**src/rtl/adc_sine_monitor.sv**
```systemverilog
// Midscale-crossing period, peak/trough and lock monitor for an 8-bit offset-binary ADC stream.
// Rising crossings use hysteresis; lock is declared after LOCK_COUNT consecutive stable periods.
module adc_sine_monitor #(
    parameter int unsigned MID        = 128,
    parameter int unsigned HYST       = 4,
    parameter int unsigned CNT_W      = 16,
    parameter int unsigned TOL        = 2,
    parameter int unsigned LOCK_COUNT = 4,
    parameter int unsigned TIMEOUT    = 4096
) (
    input  logic             clk,
    input  logic             rst,
    input  logic             sample_valid,
    input  logic [7:0]       sample,
    output logic             meas_valid,
    output logic [CNT_W-1:0] period,
    output logic [7:0]       peak,
    output logic [7:0]       trough,
    output logic [7:0]       amplitude,
    output logic             locked,
    output logic             timeout
);

    localparam logic [7:0]       ARM_LVL     = 8'(MID - HYST);
    localparam logic [7:0]       CROSS_LVL   = 8'(MID + HYST);
    localparam int unsigned      LC_W        = $clog2(LOCK_COUNT + 1);
    localparam logic [LC_W-1:0]  LOCK_MAX    = LC_W'(LOCK_COUNT);
    localparam logic [CNT_W-1:0] TIMEOUT_CNT = CNT_W'(TIMEOUT);
    localparam logic [CNT_W-1:0] TOL_CNT     = CNT_W'(TOL);

    typedef enum logic [1:0] {
        SEEK_ARM0   = 2'd0,
        SEEK_CROSS0 = 2'd1,
        SEEK_ARM    = 2'd2,
        SEEK_CROSS  = 2'd3
    } state_t;

    state_t           state_q, state_d;
    logic [CNT_W-1:0] cnt_q, cnt_d;
    logic [7:0]       min_q, min_d;
    logic [7:0]       max_q, max_d;
    logic [LC_W-1:0]  lock_cnt_q, lock_cnt_d;
    logic             have_prev_q, have_prev_d;
    logic [CNT_W-1:0] prev_period_q, prev_period_d;
    logic             meas_valid_q, meas_valid_d;
    logic [CNT_W-1:0] period_q, period_d;
    logic [7:0]       peak_q, peak_d;
    logic [7:0]       trough_q, trough_d;
    logic [7:0]       amplitude_q, amplitude_d;
    logic             locked_q, locked_d;
    logic             timeout_q, timeout_d;

    logic             is_arm;
    logic             is_cross;
    logic [CNT_W-1:0] cnt_inc;
    logic [CNT_W-1:0] period_diff;
    logic [LC_W-1:0]  lock_cnt_meas;

    assign is_arm   = (sample <= ARM_LVL);
    assign is_cross = (sample >= CROSS_LVL);
    assign cnt_inc  = cnt_q + CNT_W'(1);

    // Stability of the period just ended against the previous one.
    always_comb begin
        period_diff   = (cnt_q >= prev_period_q) ? (cnt_q - prev_period_q)
                                                 : (prev_period_q - cnt_q);
        lock_cnt_meas = LC_W'(1);
        if (!have_prev_q || (period_diff <= TOL_CNT)) begin
            lock_cnt_meas = (lock_cnt_q >= LOCK_MAX) ? LOCK_MAX : (lock_cnt_q + LC_W'(1));
        end
    end

    always_comb begin
        state_d       = state_q;
        cnt_d         = cnt_q;
        min_d         = min_q;
        max_d         = max_q;
        lock_cnt_d    = lock_cnt_q;
        have_prev_d   = have_prev_q;
        prev_period_d = prev_period_q;
        meas_valid_d  = 1'b0;
        period_d      = period_q;
        peak_d        = peak_q;
        trough_d      = trough_q;
        amplitude_d   = amplitude_q;
        locked_d      = locked_q;
        timeout_d     = 1'b0;

        if (sample_valid) begin
            unique case (state_q)
                SEEK_ARM0: begin
                    if (is_arm) state_d = SEEK_CROSS0;
                end
                SEEK_CROSS0: begin
                    if (is_cross) begin
                        cnt_d   = CNT_W'(1);
                        min_d   = sample;
                        max_d   = sample;
                        state_d = SEEK_ARM;
                    end
                end
                SEEK_ARM, SEEK_CROSS: begin
                    if ((state_q == SEEK_CROSS) && is_cross) begin
                        // Window closes before this sample; it opens the next one.
                        meas_valid_d  = 1'b1;
                        period_d      = cnt_q;
                        peak_d        = max_q;
                        trough_d      = min_q;
                        amplitude_d   = max_q - min_q;
                        lock_cnt_d    = lock_cnt_meas;
                        locked_d      = (lock_cnt_meas >= LOCK_MAX);
                        prev_period_d = cnt_q;
                        have_prev_d   = 1'b1;
                        cnt_d         = CNT_W'(1);
                        min_d         = sample;
                        max_d         = sample;
                        state_d       = SEEK_ARM;
                    end else begin
                        cnt_d = cnt_inc;
                        if (sample < min_q) min_d = sample;
                        if (sample > max_q) max_d = sample;
                        if (is_arm) state_d = SEEK_CROSS;
                        if (cnt_inc == TIMEOUT_CNT) begin
                            timeout_d   = 1'b1;
                            locked_d    = 1'b0;
                            lock_cnt_d  = '0;
                            have_prev_d = 1'b0;
                            cnt_d       = '0;
                            state_d     = SEEK_ARM0;
                        end
                    end
                end
                default: state_d = SEEK_ARM0;
            endcase
        end
    end

    always_ff @(posedge clk) begin
        if (rst) begin
            state_q       <= SEEK_ARM0;
            cnt_q         <= '0;
            min_q         <= '0;
            max_q         <= '0;
            lock_cnt_q    <= '0;
            have_prev_q   <= 1'b0;
            prev_period_q <= '0;
            meas_valid_q  <= 1'b0;
            period_q      <= '0;
            peak_q        <= '0;
            trough_q      <= '0;
            amplitude_q   <= '0;
            locked_q      <= 1'b0;
            timeout_q     <= 1'b0;
        end else begin
            state_q       <= state_d;
            cnt_q         <= cnt_d;
            min_q         <= min_d;
            max_q         <= max_d;
            lock_cnt_q    <= lock_cnt_d;
            have_prev_q   <= have_prev_d;
            prev_period_q <= prev_period_d;
            meas_valid_q  <= meas_valid_d;
            period_q      <= period_d;
            peak_q        <= peak_d;
            trough_q      <= trough_d;
            amplitude_q   <= amplitude_d;
            locked_q      <= locked_d;
            timeout_q     <= timeout_d;
        end
    end

    assign meas_valid = meas_valid_q;
    assign period     = period_q;
    assign peak       = peak_q;
    assign trough     = trough_q;
    assign amplitude  = amplitude_q;
    assign locked     = locked_q;
    assign timeout    = timeout_q;

endmodule

```
**config.mk**
```make
export PLATFORM = sky130hd
export DESIGN_NAME = adc_sine_monitor
export DESIGN_NICKNAME = d
export VERILOG_FILES = /design/src/rtl/adc_sine_monitor.sv
export SDC_FILE = /design/constraint.sdc
export NUM_CORES = 1
export LEC_CHECK = 0
export BUFFER_PORTS_ARGS = -buffer_cell sky130_fd_sc_hd__buf_2
export CAP_MARGIN = 20
export CORE_ASPECT_RATIO = 1.25
export CORE_MARGIN = 2
export CORE_UTILIZATION = 55
export CTS_CLUSTER_SIZE = 10
export DETAILED_ROUTE_END_ITERATION = 10
export GPL_ROUTABILITY_DRIVEN = 0
export PLACE_DENSITY_LB_ADDON = 0.12
export SYNTH_ARGS = -nofsm -noshare
export SYNTH_HDL_FRONTEND = slang
export SYNTH_SLANG_ARGS = --single-unit
```
**constraint.sdc**
```tcl
create_clock -name clk -period 3.1 [get_ports clk]
set_input_delay 0.775 -clock clk [delete_from_list [all_inputs] [get_ports clk]]
set_output_delay 0.775 -clock clk [all_outputs]
set_load 0.01 [all_outputs]
```
==> impl_results.md <==
* Post-synthesis cell area at 0.00582 mm2
* Fraction of final layout cells with drive strength greater than 1 at 0.259
* Number of instances in the synthesized netlist at 763
* First-pass GRT wire length at 28.2 mm
* CTS root buffer: sky130_fd_sc_hd__clkbuf_16
* Antenna-violating nets left at 0
* Worst Hold Class: reg -> reg
* Number of global-route vias before repair at 6123
* Worst Skew at 4.61 ps
* Final hold slack at 450 ps
* Peak Freq at 315 MHz
* Ports at 54
* Proportion of synthesized flip-flops having asynchronous set or reset at 0
* Layout area overhead at 27.6%
* Crit path max fanout at 4
* First-pass iteration count of the detailed router at 5
* Area of the die at 0.0114 mm2
* Synthesized flop and latch total at 80
* Final hold vios at 0
* CP Capture Type: register
* Core Rows at 42
* Via count at 6063
* Setup Slack @ Placement at -289 ps
* Area of the core region at 0.0105 mm2
* Biggest area consumer among synthesized cells: sky130_fd_sc_hd__dfxtp_1
* H-Tree Level Count at 3
* Vias per cell at 5.96
* Relative max-transition margin at 0.530
* Fill cell instance count of the final layout at 855
* Static Leakage at 0.00328 uW
* Effective utilization at floorplan at 0.557
* Post-detail-place hpwl at 12.8 mm
* Count of clock tree sinks at 80
* Inserted Diodes at 0
* Multi-input combinational cell area at 0.00405 mm2
* Crit share post-route at 1.02
* Top_reg_cell synth: sky130_fd_sc_hd__dfxtp_1
* Max-cap violations at 0
* Power density relative to cell area at 325 mW/mm2
* Dominant cells by area after synthesis: sky130_fd_sc_hd__dfxtp_1 (28%), sky130_fd_sc_hd__ha_1 (12%), sky130_fd_sc_hd__a21oi_1 (7.2%)
* # setup viols final at 3
* Post-synthesis net count at 833
* Number of distinct library cells after synthesis at 71
* Top cells by instance count after synthesis: sky130_fd_sc_hd__nand2_1 (99), sky130_fd_sc_hd__a21oi_1 (84), sky130_fd_sc_hd__dfxtp_1 (80), sky130_fd_sc_hd__inv_1 (61), sky130_fd_sc_hd__nor2_1 (58)
* Final Instance Count excl. Fillers at 1017
* Fraction of the yosys area taken by sequential cells at 0.275
* Cts bufs inserted at 9
* DRT iter0 DRCs at 393
* Number of synthesized flops with an enable pin at 0
* Post-CTS Hold Buffers at 0
* Transition time at the pin with the least slew margin at 705 ps
* Height of the die at 119 um
* Placed instance area at 0.00674 mm2
* Worst IR drop on VDD at 0.359 mV
* Failing checks: setup timing
* Post-Layout Inst Area at 0.00743 mm2
* Average cell area after synthesis at 7.63 um2
* WL per Instance at 16.8 um
* Layout Nets at 950
* YS warnings at 0
* CP cell instances: inv_2 > ha_4 > nand2b_2 > a21oi_2 > o311a_1 > buf_4 > a211o_4 > a2111oi_4 > nor3b_1 > o211a_1 > o41ai_4 > nand4b_1 > a21oi_1
* Proportion of netlist area held by the largest area contributor at 0.275
* End-of-flow core utilization at 0.710
* Type of the setup path with the least slack: reg -> reg
* Most frequent cell after synthesis: sky130_fd_sc_hd__nand2_1
* Cells after DPL at 992
* Number of buffers on the longest clock path at 2
* DRC at 0
* Sequential cell area at 0.00162 mm2
* Clock edge transition at the registers on the reported setup and hold paths at 60 ps
* Maximum number of pins on one net before global-route repair at 40
* Crit path DAT at 3440 ps
* Total congestion overflow after global routing at 0
* Quantity of I/O buffers inserted on ports at 53
* Slowest stage cell, crit path: sky130_fd_sc_hd__o41ai_4
* Total Routing Usage GR at 0.308
* Unrepaired setup endpoints after global routing: yes
* Width of the die at 96.0 um
* Number of antenna violations at the first check in global routing at 0
* TritonCTS clock tree: yes
* Startpoint type of the worst setup path: register
* Clock latency at the later pin of the worst-skew pair at 340 ps
* Status: finished with violations
* Final critical-path required period at 3170 ps
* WP data required at 3370 ps
* Fin. max-slew vios at 0
* Max stage delay on crit path at 490 ps
* Final worst setup slack at -72.1 ps
* Total Wirelength at 17.1 mm
critical path: cells and delay by family (launching register included):
family                     cells  cell delay [ps]
AOI/OAI and AO/OA              7             1970
adders and majority gates      1              240
and+or+nand+nor                3              310
DFF                            1              340
buffers and inverters          2              230
stage by stage:
stage                     total power [uW]  TNS [ps]
after CTS                             2430      -249
after global routing                  2490      -478
final                                 2420      -109
after global placement                1210      -267
after floorplan                       1170         0
after detailed placement              1220      -726
flip-flops by register name, indices dropped and copies added, names as in the netlist:
| signal | cells |
|---|---|
| cnt_q | 16 |
| period | 16 |
| amplitude | 8 |
| max_q | 8 |
| min_q | 8 |
| peak | 8 |
| trough | 8 |
| lock_cnt_q | 3 |
| state_q | 2 |
| have_prev_q | 1 |
| meas_valid | 1 |
| timeout | 1 |
where the power goes:
part	switching, uW	leakage (uW)	internal [uW]	total [uW]
logic	96.8	0.00247	76.2	173
clock network	418	0.000156	787	1210
registers	7.56	0.000652	1030	1040
path summary, 6_finish.rpt:
path	endpoint	cells past startpoint	startpoint	slack, ps
setup / recovery	lock_cnt_q[1]$_SDFFE_PP0P_	13	period[1]$_SDFFE_PP0P_	-70
hold / removal	peak[2]$_SDFFE_PP0P_	2	peak[2]$_SDFFE_PP0P_	450
setup reg to reg	lock_cnt_q[1]$_SDFFE_PP0P_	13	period[1]$_SDFFE_PP0P_	-70
hold reg to reg	peak[2]$_SDFFE_PP0P_	2	peak[2]$_SDFFE_PP0P_	450
placed cells by master, fill, tap and decap left out, types with 7 or more instances in the layout:
cell type and instances:
sky130_fd_sc_hd__a211oi_1 9, sky130_fd_sc_hd__a21o_1 14, sky130_fd_sc_hd__a21oi_1 78, sky130_fd_sc_hd__a21oi_2 7
sky130_fd_sc_hd__and3_1 8, sky130_fd_sc_hd__buf_2 53, sky130_fd_sc_hd__buf_4 96, sky130_fd_sc_hd__clkbuf_16 9
sky130_fd_sc_hd__dfxtp_1 68, sky130_fd_sc_hd__dfxtp_2 9, sky130_fd_sc_hd__ha_1 43, sky130_fd_sc_hd__ha_4 9
sky130_fd_sc_hd__inv_1 58, sky130_fd_sc_hd__mux2i_1 18, sky130_fd_sc_hd__nand2_1 99, sky130_fd_sc_hd__nand2b_1 7
sky130_fd_sc_hd__nand3_1 16, sky130_fd_sc_hd__nand4_1 10, sky130_fd_sc_hd__nor2_1 56, sky130_fd_sc_hd__nor3_1 8
sky130_fd_sc_hd__o211ai_1 7, sky130_fd_sc_hd__o21a_1 12, sky130_fd_sc_hd__o21ai_0 31, sky130_fd_sc_hd__xnor2_1 14
area by class of cell:
type                            instances  area share
Clock inverter                          5      0.0141
Inverter                               62      0.0313
Multi-Input combinational cell        576       0.545
Tap cell                              132      0.0222
Sequential cell                        80       0.219
Timing Repair Buffer                  151       0.137
Clock buffer                           11      0.0313
layer usage:
metal / GRT usage / vias up / wire, um
met1: 0.349 / 2808 / 6610
li1: - / 2925 / -
met2: 0.525 / 241 / 8650
met4: 0.206 / 0 / 1040
met3: 0.0392 / 89 / 805
met5: 0 / - / 0
timing repair:
action / CTS / global route
gates resized for setup: 28 / 43
pin swaps: 14 / 19
buffers inserted: 6 / 3
setup endpoints to repair: 3 / 11
cell families (layout without fill, tap and decap cells):
group | after synthesis | after routing | share of synthesized area
adder cells (fa/ha/maj) | 59 | 59 | 0.131
AO/OA/AOI/OAI | 230 | 230 | 0.256
XOR/XNOR | 19 | 19 | 0.0286
AND/OR/NAND/NOR | 249 | 249 | 0.201
multiplexers | 19 | 19 | 0.0329
flip-flops | 80 | 80 | 0.275
buffers and inverters | 107 | 229 | 0.0754
Note: power is estimated with default switching activity, not from simulation.
